<file path="src/rtl/decode_ctrl_pkg.sv">
`default_nettype none
// +----------------------------------------------------------------------+
// | Module      : decode_ctrl_pkg                                        |
// | Description : Shared types and constants for the decode controller:  |
// |               FSM state encoding, opcode/funct codes, datapath       |
// |               select codes.                                          |
// | Revision    : 1.0 - initial release                                  |
// +----------------------------------------------------------------------+
package decode_ctrl_pkg;

  typedef enum logic [1:0] {
    IDLE    = 2'd0,
    ISSUE   = 2'd1,
    WAIT_BR = 2'd2
  } state_t;

  // Opcodes
  localparam logic [1:0] OP_NOP = 2'b00;
  localparam logic [1:0] OP_J   = 2'b01;
  localparam logic [1:0] OP_R   = 2'b11;

  // Register-format branch function codes
  localparam logic [4:0] FUNCT_R_A = 5'b00011;
  localparam logic [4:0] FUNCT_R_B = 5'b00001;

  // Datapath select codes
  localparam logic [1:0] SEL_NOP = 2'b00;
  localparam logic [1:0] SEL_R_A = 2'b01;
  localparam logic [1:0] SEL_R_B = 2'b10;
  localparam logic [1:0] SEL_J   = 2'b11;

endpackage
`default_nettype wire

</file>
<file path="src/rtl/decode_ctrl_if.sv">
`default_nettype none
// +----------------------------------------------------------------------+
// | Module      : decode_ctrl_if                                         |
// | Description : Instruction, command and branch-status signals of the  |
// |               decode controller.                                     |
// |               slave  : controller side (decode_ctrl)                 |
// |               master : fetch/datapath side                           |
// |   ins_valid/ins_ready/ins_op/ins_funct : instruction handshake       |
// |   cmd_valid/cmd_ready/cmd_sel/cmd_b    : command handshake           |
// |   br_done                              : branch completion           |
// |   err/br_timeout/busy                  : status                      |
// | Revision    : 1.0 - initial release                                  |
// +----------------------------------------------------------------------+
interface decode_ctrl_if;
  logic       ins_valid;
  logic       ins_ready;
  logic [1:0] ins_op;
  logic [4:0] ins_funct;
  logic       cmd_valid;
  logic       cmd_ready;
  logic [1:0] cmd_sel;
  logic       cmd_b;
  logic       br_done;
  logic       err;
  logic       br_timeout;
  logic       busy;

  modport slave (
    input  ins_valid, ins_op, ins_funct, cmd_ready, br_done,
    output ins_ready, cmd_valid, cmd_sel, cmd_b, err, br_timeout, busy
  );

  modport master (
    output ins_valid, ins_op, ins_funct, cmd_ready, br_done,
    input  ins_ready, cmd_valid, cmd_sel, cmd_b, err, br_timeout, busy
  );
endinterface
`default_nettype wire

</file>
<file path="src/rtl/decode_ctrl_table.sv">
`default_nettype none
// +----------------------------------------------------------------------+
// | Module      : decode_table                                           |
// | Description : Combinational op/funct decoder.                        |
// |   op      in  2 : opcode                                             |
// |   funct   in  5 : function field                                     |
// |   sel     out 2 : datapath select                                    |
// |   b       out 1 : branch flag                                        |
// |   illegal out 1 : combination not in the decode table                |
// | Revision    : 1.0 - initial release                                  |
// +----------------------------------------------------------------------+
module decode_table
  import decode_ctrl_pkg::*;
(
  input  logic [1:0] op,
  input  logic [4:0] funct,
  output logic [1:0] sel,
  output logic       b,
  output logic       illegal
);

  always_comb begin
    sel     = SEL_NOP;
    b       = 1'b0;
    illegal = 1'b1;
    case (op)
      OP_NOP: begin
        illegal = 1'b0;
      end
      OP_J: begin
        sel     = SEL_J;
        b       = 1'b1;
        illegal = 1'b0;
      end
      OP_R: begin
        if (funct == FUNCT_R_A) begin
          sel     = SEL_R_A;
          b       = 1'b1;
          illegal = 1'b0;
        end else if (funct == FUNCT_R_B) begin
          sel     = SEL_R_B;
          b       = 1'b1;
          illegal = 1'b0;
        end
      end
      default: begin
        illegal = 1'b1;
      end
    endcase
  end

endmodule
`default_nettype wire

</file>
<file path="src/rtl/decode_ctrl.sv">
`default_nettype none
// +----------------------------------------------------------------------+
// | Module      : decode_ctrl                                            |
// | Description : Sequencing controller around the instruction decoder.  |
// |               Accepts one instruction, issues its decoded command,   |
// |               and after a branch command waits for br_done (or a     |
// |               timeout) before accepting the next instruction.        |
// |   TIMEOUT      : WAIT_BR cycles before abandoning (2..255)           |
// |   clk          : clock, rising edge                                  |
// |   rst_n        : asynchronous active-low reset                       |
// |   bus (slave)  : instruction/command handshakes and status           |
// | Build option : DECODE_CTRL_TIMEOUT_EN - when defined, the WAIT_BR    |
// |                timeout counter is built; otherwise WAIT_BR waits     |
// |                for br_done indefinitely and br_timeout stays 0.      |
// | Revision    : 1.0 - initial release                                  |
// +----------------------------------------------------------------------+
module decode_ctrl
  import decode_ctrl_pkg::*;
#(
  parameter int TIMEOUT = 16
) (
  input  logic          clk,
  input  logic          rst_n,
  decode_ctrl_if.slave  bus
);

  if ((TIMEOUT < 2) || (TIMEOUT > 255)) begin : g_timeout_range_check
    $error("decode_ctrl: TIMEOUT must be in 2..255");
  end

  state_t     r_state, w_state_nxt;
  logic [1:0] r_cmd_sel, w_cmd_sel_nxt;
  logic       r_cmd_b, w_cmd_b_nxt;
  logic       r_err, w_err_nxt;
  logic       r_br_to, w_br_to_nxt;
  logic       w_term;

  logic [1:0] w_dec_sel;
  logic       w_dec_b;
  logic       w_dec_illegal;

  decode_table u_decode_table (
    .op      (bus.ins_op),
    .funct   (bus.ins_funct),
    .sel     (w_dec_sel),
    .b       (w_dec_b),
    .illegal (w_dec_illegal)
  );

`ifdef DECODE_CTRL_TIMEOUT_EN
  localparam int                 c_cnt_w    = $clog2(TIMEOUT);
  localparam logic [c_cnt_w-1:0] c_cnt_term = c_cnt_w'(TIMEOUT - 1);

  logic [c_cnt_w-1:0] r_wait_cnt;

  assign w_term = (r_wait_cnt == c_cnt_term);

  // Counts only while staying in WAIT_BR; any exit (including the terminal
  // cycle) clears it, so it is zero on every entry and never wraps.
  always_ff @(posedge clk or negedge rst_n) begin
    if (!rst_n) begin
      r_wait_cnt <= '0;
    end else if ((r_state == WAIT_BR) && (w_state_nxt == WAIT_BR)) begin
      r_wait_cnt <= r_wait_cnt + 1'b1;
    end else begin
      r_wait_cnt <= '0;
    end
  end
`else
  assign w_term = 1'b0;
`endif

  always_ff @(posedge clk or negedge rst_n) begin
    if (!rst_n) begin
      r_state <= IDLE;
    end else begin
      r_state <= w_state_nxt;
    end
  end

  always_comb begin
    w_state_nxt   = r_state;
    w_cmd_sel_nxt = r_cmd_sel;
    w_cmd_b_nxt   = r_cmd_b;
    w_err_nxt     = 1'b0;
    w_br_to_nxt   = 1'b0;
    case (r_state)
      IDLE: begin
        if (bus.ins_valid) begin
          if (w_dec_illegal) begin
            w_err_nxt = 1'b1;
          end else begin
            w_cmd_sel_nxt = w_dec_sel;
            w_cmd_b_nxt   = w_dec_b;
            w_state_nxt   = ISSUE;
          end
        end
      end
      ISSUE: begin
        if (bus.cmd_ready) begin
          w_state_nxt = r_cmd_b ? WAIT_BR : IDLE;
        end
      end
      WAIT_BR: begin
        // br_done takes priority over the terminal count.
        if (bus.br_done) begin
          w_state_nxt = IDLE;
        end else if (w_term) begin
          w_br_to_nxt = 1'b1;
          w_state_nxt = IDLE;
        end
      end
      default: begin
        w_state_nxt = IDLE;
      end
    endcase
  end

  always_ff @(posedge clk or negedge rst_n) begin
    if (!rst_n) begin
      r_cmd_sel <= SEL_NOP;
      r_cmd_b   <= 1'b0;
      r_err     <= 1'b0;
      r_br_to   <= 1'b0;
    end else begin
      r_cmd_sel <= w_cmd_sel_nxt;
      r_cmd_b   <= w_cmd_b_nxt;
      r_err     <= w_err_nxt;
      r_br_to   <= w_br_to_nxt;
    end
  end

  assign bus.ins_ready  = (r_state == IDLE);
  assign bus.busy       = (r_state != IDLE);
  assign bus.cmd_valid  = (r_state == ISSUE);
  assign bus.cmd_sel    = r_cmd_sel;
  assign bus.cmd_b      = r_cmd_b;
  assign bus.err        = r_err;
  assign bus.br_timeout = r_br_to;

endmodule
`default_nettype wire

</file>
<file path="src/flat_wrapper.sv">
// flat-port wrapper written by rule: the top's interface ports become plain ports
module decode_ctrl_flat import decode_ctrl_pkg::*;
#(
  parameter int TIMEOUT = 16
)
  (clk, rst_n, bus_ins_valid, bus_ins_op, bus_ins_funct, bus_cmd_ready, bus_br_done, bus_ins_ready, bus_cmd_valid, bus_cmd_sel, bus_cmd_b, bus_err, bus_br_timeout, bus_busy);
  decode_ctrl_if bus_i ();
  input  logic clk;
  input  logic rst_n;
  input wire logic [$bits(bus_i.ins_valid)-1:0] bus_ins_valid;
  input wire logic [$bits(bus_i.ins_op)-1:0] bus_ins_op;
  input wire logic [$bits(bus_i.ins_funct)-1:0] bus_ins_funct;
  input wire logic [$bits(bus_i.cmd_ready)-1:0] bus_cmd_ready;
  input wire logic [$bits(bus_i.br_done)-1:0] bus_br_done;
  output wire logic [$bits(bus_i.ins_ready)-1:0] bus_ins_ready;
  output wire logic [$bits(bus_i.cmd_valid)-1:0] bus_cmd_valid;
  output wire logic [$bits(bus_i.cmd_sel)-1:0] bus_cmd_sel;
  output wire logic [$bits(bus_i.cmd_b)-1:0] bus_cmd_b;
  output wire logic [$bits(bus_i.err)-1:0] bus_err;
  output wire logic [$bits(bus_i.br_timeout)-1:0] bus_br_timeout;
  output wire logic [$bits(bus_i.busy)-1:0] bus_busy;
  assign bus_i.ins_valid = bus_ins_valid;
  assign bus_i.ins_op = bus_ins_op;
  assign bus_i.ins_funct = bus_ins_funct;
  assign bus_i.cmd_ready = bus_cmd_ready;
  assign bus_i.br_done = bus_br_done;
  assign bus_ins_ready = bus_i.ins_ready;
  assign bus_cmd_valid = bus_i.cmd_valid;
  assign bus_cmd_sel = bus_i.cmd_sel;
  assign bus_cmd_b = bus_i.cmd_b;
  assign bus_err = bus_i.err;
  assign bus_br_timeout = bus_i.br_timeout;
  assign bus_busy = bus_i.busy;
  decode_ctrl #(.TIMEOUT(TIMEOUT)) u_core (.clk(clk), .rst_n(rst_n), .bus(bus_i));
endmodule
</file>
<file path="config.mk">
export PLATFORM = sky130hd
export DESIGN_NAME = decode_ctrl_flat
export DESIGN_NICKNAME = d
export VERILOG_FILES = /design/src/rtl/decode_ctrl_pkg.sv /design/src/rtl/decode_ctrl_if.sv /design/src/rtl/decode_ctrl_table.sv /design/src/rtl/decode_ctrl.sv /design/src/flat_wrapper.sv
export SDC_FILE = /design/constraint.sdc
export NUM_CORES = 1
export LEC_CHECK = 0
export ABC_AREA = 1
export CORE_AREA = 4 4 41 43
export DETAILED_ROUTE_END_ITERATION = 6
export DIE_AREA = 0 0 45 47
export PLACE_DENSITY_LB_ADDON = 0.2
export SETUP_SLACK_MARGIN = 0.5
export SYNTH_ARGS = -nofsm -noshare
export SYNTH_HDL_FRONTEND = slang
export SYNTH_SLANG_ARGS = --single-unit
export TNS_END_PERCENT = 5
</file>
<file path="constraint.sdc">
create_clock -name clk -period 2.1 [get_ports clk]
set_clock_uncertainty 0.1 [all_clocks]
set_input_delay 0.42 -clock clk [delete_from_list [all_inputs] [get_ports clk]]
set_output_delay 0.42 -clock clk [all_outputs]
set_load 0.02 [all_outputs]
</file>
==> flow_results.org, run 1 <==
** Setup path
- For this design, the slowest cell found on the critical path is clkdlybuf4s50_1.
- STA classifies the critical path endpoint as a primary output.
- Signal arrival time at the worst endpoint :: about 1.2 ns
- STA classifies the critical path startpoint as a flip-flop.
- Crit path required time :: between 1.5 and 2 ns
- Buffer and inverter count on the worst path :: 1
- Crit Path Category :: flip-flop to primary output
- The critical path goes through clkdlybuf4s50_1.
- Among cell families on the critical path, the largest total delay comes from buffers and inverters.
- Crit path max fanout :: 2
- Delay of the slowest cell on the worst path :: around 0.60 ns

** STA
- Number of failing setup endpoints in the final timing report :: 0
- The final critical path takes up roughly four fifths of the cycle.
- Final total negative setup slack :: 0 ns
- The number of slew-limit violations in the final report came to 0.
- Achievable clock frequency :: around 590 MHz
- The final count of hold timing violations is 0.
- Setup repair after global routing could not meet its margin everywhere.
- Counting I/O delays and the setup requirement, the final critical path takes 1.70 ns.

** Synthesis
- Each instance of the synthesized netlist takes up on average a little under 8 um2.
- Number of distinct library cell variants in the gate-level netlist after synthesis :: 19
- Post-synthesis sequential area ratio :: 36.8%
- Total standard cell area after synthesis :: ~400 um2
- The Yosys step of the flow raised 0 warnings.
- Number of flip-flops and latches in the synthesized netlist :: 6
- Counting every net in the synthesized netlist gives 65.
- In the synthesized netlist, the number of instances is 53.

** Clocking
- Total clock sinks :: 6
- At the later pin of the worst-skew pair, clock insertion delay measures around 0.24 ns.
- Counting the buffers created by CTS gives 3.
- After clock tree synthesis, the clock-pin slew on the worst setup and hold paths is around 0.040 ns.
- Counting along the longest clock path gives a buffer depth of 2.
- TritonCTS built the clock tree.
- Post-CTS Hold Buffers :: 0
- CTS placed an instance of clkbuf_4 at the clock tree root.
- Number of H-tree levels :: 1

** Final layout
- Fraction of final layout cells sized beyond drive strength 1 :: 23.3%
- Sequential cell area :: about 150 um2
- Count of nets after finishing :: 87
- Cells fill 47.7% of the core in the end.
- Synth-to-layout area growth :: 52.1%
- Filler cell count in the final layout :: ~150
- Leaving out fill and tap cells, the most frequent cell in the layout is nand2_1.
- Area of combinational cells with multiple inputs :: approximately 210 um2
- The top cell types in the final layout, fill and taps aside, are nand2_1, clkdlybuf4s50_1, dfrtp_1, nand3_1, inv_1.
- Diodes inserted :: 0

** Floorplanning
- Die height :: 47 um
- Overall die area :: roughly 0.0021 mm2
- # rows :: 13
- The initial utilization of the core area, before any placement, comes to between 30% and 40%.
- Top-level port count :: 20
- Measured along the x axis, the die boundary spans between 40 and 50 um.
- The floorplan step defined a core boundary enclosing around 0.0013 mm2.

** Global route
- Vias in the first global route :: 347
- Global routing used roughly a tenth of the available tracks.
- Initial antenna violation count :: 0
- Met2 Resource Use GR :: roughly 15%
- Busiest layer in global routing :: met2
- Met3 track demand over resource :: roughly 5.7%
- Grt met1 use :: between 10% and 20%
- Sum of overflow across all layers after global routing :: 0
- Global-route wire length before repair :: approximately 1.4 mm
- Entering global routing, the biggest net connects 7 pins.

** Routing
- Detailed-route vias per instance :: 4.49
- The detail route stage leaves a number of antenna-violating nets equal to 0.
- The detailed router finished its first iteration with 0 violations.
- Via count of the routed design :: around 400
- DRC Markers :: 0
- The routed design has 870 um of wire.
- In the final routed layout, each cell accounts on average for about 10 um.
- For this run, the detailed router's first-pass iteration total came to 1.

** Worst hold path
- The tightest min-delay check is of the primary input to async pin type.

** Status
- Result of the run :: complete, no violations

** Power and ir drop
- Leakage dissipation :: 0.333 nW
- Power per unit of standard cell area :: approximately 770 mW/mm2
- The worst-case IR drop observed on VDD is approximately 0.00029 V.

** Placed design
- At the end of routability-driven placement, the weighted congestion stood at 0.730.
- Number of buffers inserted by port buffering :: 18
- Post-DP HPWL :: approximately 750 um

** Flow run
- Total of max-cap violations :: 0
power breakdown:
part	switching [mW]	internal (mW)	leakage, nW
clock	0.0390	0.0645	0.0138
combinational	0.124	0.0935	0.241
sequential	0.0156	0.140	0.0783
area by class of cell:
cell class	instances	share of cell area, %
Clock buffer	3	3.63
Inverter	10	6.85
Multi-Input combinational cell	36	33.5
Sequential cell	6	24.2
Tap cell	15	3.02
Timing Repair Buffer	18	28.8
metrics by stage:
step                hold slack [ns]  total power [mW]  cells  worst slack, ns  area [um2]
finish                        0.322             0.477     88            0.396         621
global route                  0.331             0.516     88            0.360         621
CTS                           0.323             0.484     88            0.377         617
detailed placement            0.369             0.393     85            0.376         599
global placement              0.368             0.393     85            0.391         599
floorplan                    0.0244             0.286     53            0.890         408
what timing repair did:
item                                    in CTS  in global routing
endpoints found under the setup margin       7                  6
resized for setup                            4                  2
pin swaps                                    0                  0
setup buffers                                0                  0
cells in the mapped netlist, drive strengths merged:
cell     n  area, um2
nand2   18       92.6
inv      9       38.8
dfrtp    6        150
nand3    5       30.0
nor2     5       33.8
nand3b   2       15.0
o21ai    2       10.0
a21oi    1       8.76
and3     1       7.51
buf      1       7.51
clkinv   1       3.75
conb     1       3.75
nand4    1       6.26
metal layers:
layer	share of wire (%)	wire, um
met1	44	379
met2	45	393
met3	8.7	76
met4	2.4	21
met5	0	0
path summary, 6_finish.rpt:
path	startpoint	endpoint	slack [ns]	cells after the start
max	u_core.bus.cmd_sel[1]	bus_cmd_sel[1]	0.40	1
min	rst_n	u_core.bus.err	0.32	1
max reg2reg	u_core.r_state[0]	u_core.bus.cmd_sel[0]	1.00	8
min reg2reg	u_core.bus.cmd_sel[1]	u_core.bus.cmd_sel[1]	0.38	2
max in group asynchronous	rst_n	u_core.r_state[1]	1.36	1
min in group clk	u_core.bus.cmd_sel[1]	u_core.bus.cmd_sel[1]	0.38	2
cell families after synthesis:
family	share of synthesized area (%)
AO/OA/AOI/OAI	4.60
buffers and inverters	12.3
flip-flops	36.8
other	0.919
AND/OR/NAND/NOR	45.4
flip-flops by register name (all words and copies together) (netlist names):
signal              count
u_core.r_state          2
u_core.bus.cmd_b        1
u_core.bus.err          1
u_core.bus.cmd_sel      2
(Power assumes the default switching activity.)
==> run 2, diff against run 1 <==
==> constraint.sdc (replaced) <==
create_clock -name clk -period 1.45 [get_ports clk]
set_clock_uncertainty 0.1 [all_clocks]
set_input_delay 0.29 -clock clk [delete_from_list [all_inputs] [get_ports clk]]
set_output_delay 0.29 -clock clk [all_outputs]
set_load 0.02 [all_outputs]
==> run 2 against run 1 <==
Net effect: via count is 4.8% higher; design area is 8.1% higher; utilization is 3.8 points higher; die area stayed put; flip-flop and latch count stayed put; worst hold slack worse by 0.14 ns; combinational power is 71% higher; sequential power is 45% higher; global-route usage is 0.13 points higher; count of clock-buffer cells in the layout stayed put; critical path type unchanged; largest cell class is now buffers; largest power group unchanged.
==> flow_results.org, run 2 (synthesis results as in run 1) <==
** Global route
- The first global-routing pass estimated roughly 1.5 mm of wire.
- Entering global routing, the biggest net connects 7 pins.
- Global routing used under 10% of the available tracks.
- Sum of overflow across all layers after global routing :: 0
- The number of global-route vias before repair came to between 300 and 400.
- Initial antenna violation count :: 0

** Final layout
- Cells with a size suffix above 1 make up around a third of the layout.
- The library cell used most frequently in the layout, excluding fill and tap cells, is nand2_1.
- Diodes inserted :: 0
- Leaving out fill and tap cells, the most frequent cells in the layout are nand2_1, clkdlybuf4s50_1, buf_4, dfrtp_1.
- For this run, the post-layout net count is 94.
- After filler insertion, the fill cell instance count of the layout stands at approximately 140.
- Synth-to-layout area growth :: 64.4%

** Floorplanning
- X dimension of the die :: between 40 and 50 um
- The floorplan step defined a die boundary enclosing around 0.0021 mm2.
- The initialized floorplan defines 13 standard-cell rows.
- The floorplan step set the die height to around 47 um.
- Top-level port count :: 20
- The core region is about 0.0013 mm2.
- Initial core utilization :: 31.3%

** STA
- Setup slack on the critical path of the routed design comes to 0.113 ns.
- Summed over all failing endpoints, the final setup total negative slack is 0 ns.
- Setup violations remaining at the end of the flow were counted as 0.
- RSZ-0062 raised after global routing :: yes
- Achievable clock frequency :: about 750 MHz
- The number of slew-limit violations in the final report was 0.
- The worst path uses 92.2% of the clock period.
- Endpoints failing hold :: 0
- Shortest period the worst path allows :: roughly 1.3 ns

** Setup path
- Launch point of the worst reg-to-reg path :: u_core.r_state[1]
- Signal arrival time at the worst endpoint :: roughly 0.95 ns
- Crit Path Category :: flip-flop to primary output
- Crit path required time :: 1.06 ns
- In this run the worst setup path begins at u_core.r_state[1].
- The worst setup path is captured at a primary output.
- The worst register-to-register path has a setup slack of 0.17 ns.
- Startpoint type of the worst setup path :: flip-flop
- Crit path max fanout :: 3

** Clocking
- Number of H-tree levels :: 1
- TritonCTS buffer count :: 3
- The root buffer cell chosen for the clock tree is clkbuf_4.
- After clock tree synthesis, the clock-pin slew on the worst setup and hold paths is approximately 0.050 ns.
- In this run the deepest clock path goes through 2 buffers.
- The clock reaches the later pin of the worst-skew pair after ~0.24 ns.
- TritonCTS clock tree :: built
- Clock tree synthesis found a total of 6 sinks.

** Routing
- The count of nets left with antenna violations once routing finished came out at 0.
- DRC Markers :: 0
- After detailed routing, the average wire length per cell comes to about 8.9 um.
- Detailed-route vias per instance :: between 4 and 5
- Detailed routing inserted a total of 414 vias.
- Summed over all layers, the routed wires come to roughly 840 um.
- In this run, the number of DRC markers left after iteration 0 of detailed routing was 4.
- The first TritonRoute pass finished after 4 iterations.

** Power and ir drop
- The design draws 748 uW.
- Leakage dissipation :: between 0.3 and 0.4 nW
- Power per unit of standard cell area :: 1120 mW/mm2
- Max rail drop VDD :: roughly 0.00050 V

** Placed design
- Post-DP HPWL :: 704 um
- Number of buffers inserted by port buffering :: 18
- Placer's final routability congestion estimate :: 0.682
- Before CTS, the worst setup slack after placement is -0.120 ns.

** Worst hold path
- HP Class :: primary input to async pin

** Status
- Result of the run :: complete, no violations

** Flow run
- Total of max-cap violations :: 0
==> run 2: worst paths after layout <==
| check | to | depth (start not counted) |
|---|---|---|
| max reg2reg | u_core.bus.cmd_b | 10 |
| min | u_core.bus.cmd_b | 1 |
| min reg2reg | u_core.bus.cmd_sel[1] | 2 |
| max | bus_ins_ready | 4 |
| max in group asynchronous | u_core.bus.cmd_sel[0] | 1 |
| min in group clk | u_core.bus.cmd_sel[1] | 2 |
==> run 2: what timing repair did <==
| item | 4_1_cts | 5_1_grt |
|---|---|---|
| pin swaps | 1 | 0 |
| resized for setup | 21 | 0 |
| hold buffers | 0 | 0 |
| gates cloned | 0 | 0 |
| buffers inserted | 2 | 1 |
| endpoints found under the hold margin | 0 | 0 |
| setup endpoints to repair | 13 | 13 |
==> run 2: cell type report <==
class	count	area (um2)	share of cell area, %
clock buffer	3	22.5	3.36
inverter	10	45.0	6.72
multi-input combinational	36	208	31.0
sequential	6	150	22.4
tap	15	18.8	2.80
timing repair buffer	25	226	33.8
==> run 2: stage by stage <==
stage	util [%]	hold slack [ns]	std cells	cell area (um2)
3_5_place_dp	48.6	0.364	89	632
2_1_floorplan	-	-0.106	53	410
4_1_cts	51.0	0.184	94	663
6_report	51.5	0.184	95	671
5_1_grt	51.5	0.206	95	671
3_3_place_gp	48.6	0.358	89	632
==> run 2: critical path, stage by stage (launching register included) <==
cell and delay (ns):
dfrtp_1 0.40, inv_2 0.08, nand2_4 0.07, inv_6 0.05, buf_6 0.10
==> run 2: per-layer routing <==
layer | share of wire, % | wire length [um] | global-route usage (%)
met5 | 0 | 0 | 0
met4 | 2.1 | 18 | 10.5
met3 | 9.6 | 81 | 1.15
met2 | 48 | 405 | 15.3
met1 | 40 | 337 | 11.3
==> run 2: power by group <==
part	switching (mW)	leakage [nW]	internal (mW)
Sequential	0.0228	0.0783	0.203
Combinational	0.193	0.267	0.178
Clock	0.0581	0.0138	0.0935
Total	0.274	0.359	0.474
